[src/rtl/seq_divider_if.sv]
// Handshake and operand/result bundle for seq_divider.
// master: drives start/dividend/divisor, observes busy/done/results.
// slave : the divider itself.
//   start       request pulse, honoured only while idle
//   dividend    unsigned numerator, sampled on an accepted start
//   divisor     unsigned denominator, sampled on an accepted start
//   busy        division in progress
//   done        one-cycle completion pulse
//   quotient    registered quotient, held until the next completion
//   remainder   registered remainder, held until the next completion
//   div_by_zero set with done when the divisor was zero
interface seq_divider_if #(
  parameter int unsigned WIDTH = 4
) ();
  logic             start;
  logic [WIDTH-1:0] dividend;
  logic [WIDTH-1:0] divisor;
  logic             busy;
  logic             done;
  logic [WIDTH-1:0] quotient;
  logic [WIDTH-1:0] remainder;
  logic             div_by_zero;

  modport master (
    output start, dividend, divisor,
    input  busy, done, quotient, remainder, div_by_zero
  );

  modport slave (
    input  start, dividend, divisor,
    output busy, done, quotient, remainder, div_by_zero
  );
endinterface

[src/rtl/seq_divider.sv]
// Sequential unsigned restoring divider, one quotient bit per clock.
// Ports:
//   clk    rising-edge clock
//   rst_n  asynchronous active-low reset
//   bus    seq_divider_if.slave: start/dividend/divisor in,
//          busy/done/quotient/remainder/div_by_zero out (all registered)
// A normal divide completes WIDTH cycles after the accepting edge; a zero
// divisor completes after one cycle with quotient all ones and
// remainder equal to the dividend.
module seq_divider #(
  parameter int unsigned WIDTH = 4
) (
  input  logic          clk,
  input  logic          rst_n,
  seq_divider_if.slave  bus
);

  localparam int unsigned CntW = $clog2(WIDTH + 1);

  typedef enum logic {StIdle, StRun} state_e;

  state_e            state_q, state_d;
  logic              busy_q, busy_d;
  logic              done_q, done_d;
  logic [WIDTH-1:0]  q_q, q_d;
  // Partial remainder is always < D after each step, so WIDTH bits suffice
  // for storage; only the shifted trial value needs the extra bit.
  logic [WIDTH-1:0]  r_q, r_d;
  logic [WIDTH-1:0]  d_q, d_d;
  logic [CntW-1:0]   cnt_q, cnt_d;
  logic [WIDTH-1:0]  quot_q, quot_d;
  logic [WIDTH-1:0]  rem_q, rem_d;
  logic              dbz_q, dbz_d;

  logic [WIDTH:0]    r_shift;
  logic              fits;
  logic [WIDTH-1:0]  r_next;
  logic [WIDTH-1:0]  q_next;

  always_comb begin
    r_shift = {r_q, q_q[WIDTH-1]};
    fits    = (r_shift >= {1'b0, d_q});
    // When the trial fits, the difference is < D, so a WIDTH-bit subtract is exact.
    r_next  = fits ? (r_shift[WIDTH-1:0] - d_q) : r_shift[WIDTH-1:0];
    q_next  = {q_q[WIDTH-2:0], fits};
  end

  always_comb begin
    state_d = state_q;
    busy_d  = busy_q;
    done_d  = 1'b0;
    q_d     = q_q;
    r_d     = r_q;
    d_d     = d_q;
    cnt_d   = cnt_q;
    quot_d  = quot_q;
    rem_d   = rem_q;
    dbz_d   = dbz_q;

    case (state_q)
      StIdle: begin
        if (bus.start) begin
          state_d = StRun;
          busy_d  = 1'b1;
          q_d     = bus.dividend;
          d_d     = bus.divisor;
          r_d     = '0;
          cnt_d   = CntW'(WIDTH);
          dbz_d   = 1'b0;
        end
      end
      StRun: begin
        if (d_q == '0) begin
          // Q still holds the untouched dividend here.
          quot_d  = '1;
          rem_d   = q_q;
          dbz_d   = 1'b1;
          done_d  = 1'b1;
          busy_d  = 1'b0;
          state_d = StIdle;
        end else begin
          q_d   = q_next;
          r_d   = r_next;
          cnt_d = cnt_q - CntW'(1);
          if (cnt_q == CntW'(1)) begin
            quot_d  = q_next;
            rem_d   = r_next;
            done_d  = 1'b1;
            busy_d  = 1'b0;
            state_d = StIdle;
          end
        end
      end
      default: state_d = StIdle;
    endcase
  end

  always_ff @(posedge clk or negedge rst_n) begin
    if (!rst_n) begin
      state_q <= StIdle;
      busy_q  <= 1'b0;
      done_q  <= 1'b0;
      q_q     <= '0;
      r_q     <= '0;
      d_q     <= '0;
      cnt_q   <= '0;
      quot_q  <= '0;
      rem_q   <= '0;
      dbz_q   <= 1'b0;
    end else begin
      state_q <= state_d;
      busy_q  <= busy_d;
      done_q  <= done_d;
      q_q     <= q_d;
      r_q     <= r_d;
      d_q     <= d_d;
      cnt_q   <= cnt_d;
      quot_q  <= quot_d;
      rem_q   <= rem_d;
      dbz_q   <= dbz_d;
    end
  end

  assign bus.busy        = busy_q;
  assign bus.done        = done_q;
  assign bus.quotient    = quot_q;
  assign bus.remainder   = rem_q;
  assign bus.div_by_zero = dbz_q;

endmodule

[src/flat_wrapper.sv]
// flat-port wrapper written by rule: the top's interface ports become plain ports
module seq_divider_flat 
#(
  parameter int unsigned WIDTH = 4
)
  (clk, rst_n, bus_start, bus_dividend, bus_divisor, bus_busy, bus_done, bus_quotient, bus_remainder, bus_div_by_zero);
  seq_divider_if #(.WIDTH(WIDTH)) bus_i ();
  input  logic clk;
  input  logic rst_n;
  input wire logic [$bits(bus_i.start)-1:0] bus_start;
  input wire logic [$bits(bus_i.dividend)-1:0] bus_dividend;
  input wire logic [$bits(bus_i.divisor)-1:0] bus_divisor;
  output wire logic [$bits(bus_i.busy)-1:0] bus_busy;
  output wire logic [$bits(bus_i.done)-1:0] bus_done;
  output wire logic [$bits(bus_i.quotient)-1:0] bus_quotient;
  output wire logic [$bits(bus_i.remainder)-1:0] bus_remainder;
  output wire logic [$bits(bus_i.div_by_zero)-1:0] bus_div_by_zero;
  assign bus_i.start = bus_start;
  assign bus_i.dividend = bus_dividend;
  assign bus_i.divisor = bus_divisor;
  assign bus_busy = bus_i.busy;
  assign bus_done = bus_i.done;
  assign bus_quotient = bus_i.quotient;
  assign bus_remainder = bus_i.remainder;
  assign bus_div_by_zero = bus_i.div_by_zero;
  seq_divider #(.WIDTH(WIDTH)) u_core (.clk(clk), .rst_n(rst_n), .bus(bus_i));
endmodule
[config.mk]
export PLATFORM = sky130hd
export DESIGN_NAME = seq_divider_flat
export DESIGN_NICKNAME = d
export VERILOG_FILES = /design/src/rtl/seq_divider_if.sv /design/src/rtl/seq_divider.sv /design/src/flat_wrapper.sv
export SDC_FILE = /design/constraint.sdc
export NUM_CORES = 1
export LEC_CHECK = 0
export ABC_AREA = 1
export CAP_MARGIN = 20
export CORE_AREA = 2 2 72 74
export CTS_BUF_LIST = sky130_fd_sc_hd__clkbuf_4
export DETAILED_ROUTE_END_ITERATION = 8
export DIE_AREA = 0 0 74 76
export HOLD_SLACK_MARGIN = 0.12
export SLEW_MARGIN = 20
export SYNTH_ARGS = -nofsm -noshare
export SYNTH_HDL_FRONTEND = slang
export SYNTH_SLANG_ARGS = --single-unit
[constraint.sdc]
create_clock -name clk -period 1.5 [get_ports clk]
set_input_delay 0.3 -clock clk [delete_from_list [all_inputs] [get_ports clk]]
set_output_delay 0.3 -clock clk [all_outputs]
set_load 0.05 [all_outputs]
## Word-level counts from Yosys, hierarchy flattened

Cells that the tools add are included.
Widths: inputs -> output; s select.

| word-level totals | value |
|---|---|
| flip-flop bits (word level) | 27 |
| input port bits | 11 |
| logic and storage cells | 54 |

| cells by class | value |
|---|---|
| add/subtract/negate cells | 2 |
| $lt $le $gt $ge | 1 |
| eq/ne operators | 5 |
| mux-type cells | 28 |
| bitwise operators | 1 |
| reductions and logical operators | 7 |

Operator list:

| cell | number |
|---|---|
| $mux 4 | 9 |
| $pmux 4 s2 | 2 |
| $mux 1 | 11 |
| $reduce_and 2->1 | 5 |
| $mux 3 | 2 |
| $ne 2x2->1 const B | 3 |
| $pmux 1 s2 | 3 |
| $pmux 3 s2 | 1 |
| $ge 5x4->1 | 1 |
| $logic_not 4->1 | 1 |
| $sub 4x4->4 | 1 |
| $eq 3x1->1 const B | 1 |
| $ne 3x3->1 const B | 1 |
| $sub 3x1->3 const B | 1 |
| $reduce_bool 2->1 | 1 |
| $not 1->1 | 1 |

## Logic depth before layout (Yosys ltp)

Gate-level depths: netlist (run 1).

| depth | value |
|---|---|
| depth in word-level cells | 4 |
| mapped depth | 12 |
| mapped depth without buffers | 12 |

## Least setup slack after synthesis (run 1)

OpenSTA, ideal clock, no wires.

| timing | value |
|---|---|
| path kind | register to register |
| start point | register u_core.q_q[3] |
| end point | register u_core.rem_q[2] (netlist: u_core.bus.remainder[2]) |
| data arrival time | 1456 ps |
| path slack | -73 ps |
| cell stages (with the launch flop) | 10 |
| path buffers | 0 |
| path through | dfrtp_1 inv_1 ha_1 inv_1 fa_1 xor2_1 nand2_1 nand3_1 nand2_1 nand2_1 |

| on the way | value |
|---|---|
| longest elaborated chain between the ends | 4 |
| elaborated cells on any way between the ends | 5 |

Ends and longest elaborated chain:

| item | RTL line | RTL |
|---|---|---|
| from (decl) | seq_divider.sv:25 | `logic [WIDTH-1:0] q_q, q_d;` |
| from (signal assigned) | seq_divider.sv:114 | `q_q <= q_d;` |
| $sub 4x4->4 or $ge 5x4->1 (tied branches) | seq_divider.sv:44, seq_divider.sv:42 |  |
| $mux 4 (*) | seq_divider.sv:44 | `r_next = fits ? (r_shift[WIDTH-1:0] - d_q) : r_shift[WIDTH-1:0];` |
| $mux 4 (*) | seq_divider.sv:85 | `if (cnt_q == CntW'(1)) begin` |
| $mux 4 (*) | seq_divider.sv:73 | `if (d_q == '0) begin` |
| to (signal assigned) | seq_divider.sv:119 | `rem_q <= rem_d;` |
| to (decl) | seq_divider.sv:32 | `logic [WIDTH-1:0] rem_q, rem_d;` |

Mark *: on every way between the ends. The rest lies on a longest branch, timed or not. The select of a mux whose other input is x is not followed.
A chain may end at the register's enable or synchronous reset.

## Worst setup path in the final report (run 1)

| timing | value |
|---|---|
| start point | register u_core.r_q[1] |
| end point | register u_core.r_q[0] |

| on the way | value |
|---|---|
| longest elaborated chain between the ends | 4 |

Ends and longest elaborated chain:

| item | RTL line | RTL |
|---|---|---|
| from (decl) | seq_divider.sv:28 | `logic [WIDTH-1:0] r_q, r_d;` |
| from (signal assigned) | seq_divider.sv:115 | `r_q <= r_d;` |
| $ge 5x4->1 | seq_divider.sv:42 | `fits = (r_shift >= {1'b0, d_q});` |
| $mux 4 | seq_divider.sv:44 |  |
| $mux 4 | seq_divider.sv:73 |  |
| $pmux 4 s2 | seq_divider.sv:60 | `case (state_q)` |

No other way between the ends. The select of a mux whose other input is x is not followed.

==> impl_metrics.ini, run 1 <==
[timing]
fin_tns_setup_ns = -0.0315
finalWorstSetupSlack_ns = -0.0173
slew_headroom = 0.765
post-route-period-util = 1.01
final_hold_viol_count = 0
fin_skew_ns = 0.0215
tightest_slew_ns = 0.352
timing.hold.ws_ns = 0.309
rsz0062_at_grt = true
finalSetupViolations = 2
clock.fmax_mhz = 659
drv_slew = 0
post-route-min-period_ns = 1.52

[clocking]
path_clk_slew_ns = 0.17
cts-buffers-inserted = 3
clk_latency_ns = 0.34
root_buffer = clkbuf_4
clkSinkCount = 27
htree_num_levels = 1
cts_tree = done
cts_hold_buf = 0
cts_buffer_depth = 2

[die]
die_h_um = 76
pin_count = 22
core_area_sq_mm = 0.00491
die_w_um = 74
die_area_sq_mm = 0.00562
initial_utilization = 0.286
rows = 26

[cells_and_area]
area_delta_synth_final_pct = 55.5
fillers = 481
fin_area_sq_mm = 0.00218
nets = 238
drive_above_1_share = 0.379
n_antenna_cell = 0

[yosys]
synthCells = 167
synth.yosys.seq_area_share = 0.481
ys_ff_latch = 27
syn_nets = 185
yosysWarningCount = 0
ys_top_cells_by_area = dfrtp_1 48%, nand2_1 16%, ha_1 5.3%
netlist_area_sq_mm = 0.00141
synth_top_area_frac = 0.481
synth_largest_area_cell = dfrtp_1
yosysUniqueCellTypes = 24
avgSynthCellArea_sq_um = 8.41

[power_and_ir_drop]
internal_power_mw = 3.05
power.switching_mw = 2.56
clock_power_share = 0.059
switching_share = 0.456
pwr-share-seq = 0.244
irDropWorstVdd_mv = 1.29
p_leak_nw = 1.11
combPwrFrac = 0.696
powerDensity_mw_per_mm2 = 2570

[placed_design]
io_buffers = 21
place.gp.congestion = 0.775
dp_hpwl_um = 2430
place_area_sq_mm = 0.00200

[routing]
wl_um = 3160
initialDrtViolationCount = 54
wl_per_cell_um = 10.9
ant_nets = 0
drc = 0
routed_via_density = 4.25
first_pass_iters = 4
num_vias = 1229

[setup_path]
setup.worst_path.start_class = register
crit_required_ns = 1.72
worst_setup_path_end_kind = register
critPathKind = register to register
worstPathMaxFanout = 6
arrival_ns = 1.74

[global_route]
first_global_vias = 1206
grt_first_pass_wirelength_um = 5620
overflow = 0
grt_max_degree = 28
grt_antenna_before_repair = 0
grt_usage = 0.124

[outcome]
violations = negative setup slack
status = finished, violations left

[min_path]
hold_class = input port to asynchronous set/reset pin

[flow_run]
maxCapViolCount = 0
==> flip-flops by register name, summed over array words and instances (netlist names), 3 cells and up <==
name	flops
u_core.r_q	4
u_core.bus.quotient	4
u_core.q_q	4
u_core.d_q	4
u_core.bus.remainder	4
u_core.cnt_q	3
==> cell usage after synthesis <==
cell and n:
nand2_1 61, fa_1 1, dfrtp_1 27, nor2_2 3, a31oi_1 2, o21ai_2 3, a21boi_0 1, o22ai_1 2
o21ai_1 3, mux2_2 1, nor3b_4 1, a21oi_2 1, nand3_1 10, buf_6 2, xor2_1 1, nand3_4 1
inv_1 17, ha_1 6, o21a_1 1, nand2_2 3, inv_2 1, a21oi_1 5, o21ai_0 3, nor2_1 11
==> metrics by stage <==
stage / power [mW] / util / worst slack (ns) / instances
final: 5.60 / 0.445 / -0.0173 / 289
after global routing: 6.08 / 0.445 / -0.110 / 289
after CTS: 5.34 / 0.428 / -0.0167 / 285
after detailed placement: 4.73 / 0.406 / -0.106 / 279
after global placement: 4.67 / 0.406 / -0.0755 / 279
after floorplan: 3.28 / - / 0.00376 / 167
==> worst max-delay path, cell delays in order, from the launching register on <==
cell,delay [ns]
dfrtp_1,0.46
ha_4,0.25
a21oi_4,0.16
nand2_2,0.08
nand2_4,0.10
nand2_4,0.09
nand2_2,0.08
nand2_1,0.05
nand2_1,0.06
nand2_1,0.06
==> final timing paths <==
kind | start | end | cells past startpoint | slack (ns)
max | u_core.r_q[1] | u_core.r_q[0] | 9 | -0.02
min | rst_n | u_core.r_q[1] | 2 | 0.31
max reg2reg | u_core.r_q[1] | u_core.r_q[0] | 9 | -0.02
min reg2reg | u_core.r_q[3] | u_core.r_q[3] | 2 | 0.51
max in group asynchronous | rst_n | u_core.r_q[3] | 2 | 0.90
min in group clk | bus_dividend[1] | u_core.q_q[1] | 3 | 0.50
==> cell type report <==
class                   count  area, sq um  share of cell area
multi-input cells         120          762               0.349
flip-flops and latches     27          676               0.309
repair buffers             50          562               0.257
well taps                  70         87.6              0.0401
inverters                  18         67.6              0.0309
clock buffers               3         22.5              0.0103
clock inverters             1         7.51             0.00344
==> per-layer routing <==
| metal | vias up | wire length, um | share of wire | GRT usage |
|---|---|---|---|---|
| met5 | - | 0 | 0 | 0 |
| met4 | 0 | 29 | 0.0092 | 0.0255 |
| met3 | 4 | 111 | 0.035 | 0.0291 |
| met2 | 22 | 1580 | 0.50 | 0.195 |
| met1 | 569 | 1440 | 0.46 | 0.174 |
| li1 | 634 | - | - | - |
==> power by group through the flow <==
stage                     sequential [mW]  clock, mW  combinational, mW
final                                1.37      0.332               3.90
after floorplan                      1.72          0               1.56
after CTS                            1.38      0.347               3.62
after detailed placement             1.38          0               3.35
after global placement               1.38          0               3.30
after global routing                 1.42      0.378               4.27
==> cells in the final DEF, fill, tap and decap left out, drive strengths merged <==
| master | count |
|---|---|
| nand2 | 64 |
| a21boi | 1 |
| xor2 | 1 |
| o21ai | 9 |
| nand3 | 11 |
| inv | 18 |
| fa | 1 |
| nor2 | 14 |
| dfrtp | 27 |
| clkdlybuf4s50 | 10 |
| nor3b | 1 |
| ha | 6 |
| clkbuf | 3 |
| mux2 | 1 |
| a31oi | 2 |
| buf | 40 |
| o21a | 1 |
| a21oi | 6 |
| clkinvlp | 1 |
| o22ai | 2 |
==> kinds of logic after synthesis <==
kind of cell | Yosys count | synth area share
compound gates | 21 | 0.0926
simple gates | 90 | 0.281
fa+ha+maj | 7 | 0.0677
xor+xnor | 1 | 0.00623
buf+inv | 20 | 0.0641
flops | 27 | 0.481
mux | 1 | 0.00801
==> what timing repair did <==
item                                    4_1_cts  5_1_grt
hold endpoints to repair                      0        0
gates resized for setup                      13       16
endpoints found under the setup margin       10       11
pin swaps                                     3       10
setup buffers                                 2        4
Note: power is estimated with default switching activity, not from simulation.
==> inputs of run 2 (changes only) <==
--- a/config.mk
+++ b/config.mk
@@ -8,7 +8,7 @@
 export ABC_AREA = 1
 export CAP_MARGIN = 20
 export CORE_AREA = 2 2 72 74
-export CTS_BUF_LIST = sky130_fd_sc_hd__clkbuf_4
+export CTS_BUF_LIST = sky130_fd_sc_hd__clkbuf_2 sky130_fd_sc_hd__clkbuf_4 sky130_fd_sc_hd__clkbuf_8
 export DETAILED_ROUTE_END_ITERATION = 8
 export DIE_AREA = 0 0 74 76
 export HOLD_SLACK_MARGIN = 0.12
==> constraint.sdc (replaced) <==
create_clock -name clk -period 1.8 [get_ports clk]
set_input_delay 0.36 -clock clk [delete_from_list [all_inputs] [get_ports clk]]
set_output_delay 0.36 -clock clk [all_outputs]
set_load 0.05 [all_outputs]
==> run 2 against run 1 <==
Net effect: register-to-register slack better by 0.16 ns; via count fell by 7.2%; final area is 19% lower; the flow now finishes without violations; sequential cell count unchanged; cell count down 7.6%; non-clock buffer count shrank 22; die area stayed put; utilization is 8.6 points lower.
==> impl_metrics.ini, run 2 (synthesized netlist as in run 1, its figures left out) <==
[outcome]
status = finished, final reports clean

[setup_path]
worst_setup_path_end_kind = register
crit_required_ns = 1.98
worstPathCellList = inv_2 -> ha_2 -> inv_1 -> fa_2 -> xor2_1 -> nand2_1 -> nand3_1 -> nand2_1 -> nand2_1
max_stage_delay_ns = 0.41
setup.worst_path.start_class = register
crit_top_cell = nand2_1
arrival_ns = 1.84
slowest_stage = dfrtp_1
rr_startpoint = u_core.q_q[3]
critPathKind = register to register
worstPathMaxFanout = 3
critical_path.startpoint = u_core.q_q[3]

[power_and_ir_drop]
powerDensity_mw_per_mm2 = 2060
irDropWorstVdd_mv = 0.721
p_leak_nw = 0.931

[min_path]
hold_class = input port to asynchronous set/reset pin

[routing]
wl_um = 2980
initialDrtViolationCount = 61
num_vias = 1141
ant_nets = 0
routed_via_density = 4.27
wl_per_cell_um = 11.2
drc = 0
first_pass_iters = 4

[timing]
finalWorstSetupSlack_ns = 0.139
finalSetupViolations = 0
fin_skew_ns = 0.00429
tightest_slew_ns = 0.367
slew_headroom = 0.756
post-route-period-util = 0.923
rsz0062_at_grt = false
fin_tns_setup_ns = 0
drv_slew = 0
clock.fmax_mhz = 602
final_hold_viol_count = 0
post-route-min-period_ns = 1.66

[die]
die_w_um = 74
pin_count = 22
rows = 26
core_area_sq_mm = 0.00491
die_h_um = 76
die_area_sq_mm = 0.00562
initial_utilization = 0.286

[cells_and_area]
layout.cells.most_common = nand2_1
drive_above_1_share = 0.198
nets = 216
area_delta_synth_final_pct = 25.6
n_antenna_cell = 0
final_cell_mix = 61 x nand2_1, 27 x dfrtp_1, 18 x buf_4, 16 x inv_1, 11 x nor2_1
fin_area_sq_mm = 0.00176

[placed_design]
io_buffers = 21
dp_hpwl_um = 2290
place.gp.congestion = 0.832
place_area_sq_mm = 0.00169
pre_cts_ws_ns = 0.0597

[global_route]
grt_max_degree = 28
grt_usage = 0.119
overflow = 0
first_global_vias = 1136
grt_antenna_before_repair = 0
grt_first_pass_wirelength_um = 5200

[clocking]
clkSinkCount = 27
cts_hold_buf = 0
cts_buffer_depth = 2
htree_num_levels = 1
path_clk_slew_ns = 0.10
cts-buffers-inserted = 3
root_buffer = clkbuf_8
cts_tree = done
clk_latency_ns = 0.28

[flow_run]
maxCapViolCount = 0
==> run 2: power breakdown <==
| part | internal [mW] | switching (mW) |
|---|---|---|
| combinational | 0.783 | 1.39 |
| clock | 0.158 | 0.210 |
| sequential | 0.897 | 0.203 |
| total | 1.84 | 1.80 |
==> run 2: cell type report <==
class / instances / area [sq um]
Clock inverter: 1 / 7.51
Multi-Input combinational cell: 120 / 649
Clock buffer: 3 / 41.3
Timing Repair Buffer: 28 / 235
Sequential cell: 27 / 676
Tap cell: 70 / 87.6
Inverter: 18 / 67.6
Fill cell: 512 / 3150
==> run 2: final timing paths <==
kind                                            to  slack [ns]  depth (start not counted)
min                         u_core.bus.quotient[1]        0.45                          2
max                        u_core.bus.remainder[2]        0.14                          9
min in group clk           u_core.bus.remainder[2]        0.50                          2
max reg2reg                u_core.bus.remainder[2]        0.14                          9
max in group asynchronous            u_core.d_q[2]        1.08                          2
min reg2reg                u_core.bus.remainder[2]        0.50                          2
==> run 2: worst max-delay path: cells and delay by family (launching register included) <==
family,cells,cell delay [ns]
buf+inv,2,0.15
fa+ha+maj,2,0.55
simple gates,4,0.27
xor+xnor,1,0.17
flops,1,0.41
==> run 2: layer usage <==
layer | wire length (um) | GRT usage
met1 | 1420 | 0.165
met2 | 1410 | 0.186
met3 | 92 | 0.0198
met4 | 55 | 0.0436
met5 | 0 | 0
==> run 2: per-stage QoR <==
| stage | std cells | power, mW | hold WS, ns | utilization |
|---|---|---|---|---|
| after floorplan | 167 | 2.67 | 0.0644 | - |
| after global placement | 261 | 3.22 | 0.467 | 0.344 |
| after detailed placement | 261 | 3.26 | 0.474 | 0.344 |
| after CTS | 265 | 3.65 | 0.462 | 0.354 |
| after global routing | 267 | 4.00 | 0.487 | 0.359 |
| final | 267 | 3.64 | 0.454 | 0.359 |
==> run 2: timing repair <==
action / in CTS / in global routing
resized for setup: 0 / 4
buffers inserted: 0 / 2
endpoints found under the setup margin: 0 / 3
==> inputs of run 3 (changes only) <==
--- a/config.mk
+++ b/config.mk
@@ -16,3 +16,4 @@
 export SYNTH_ARGS = -nofsm -noshare
 export SYNTH_HDL_FRONTEND = slang
 export SYNTH_SLANG_ARGS = --single-unit
+export TNS_END_PERCENT = 50
==> results of run 3 <==
No change in the layout: final DEF, timing and power equal those of run 2.
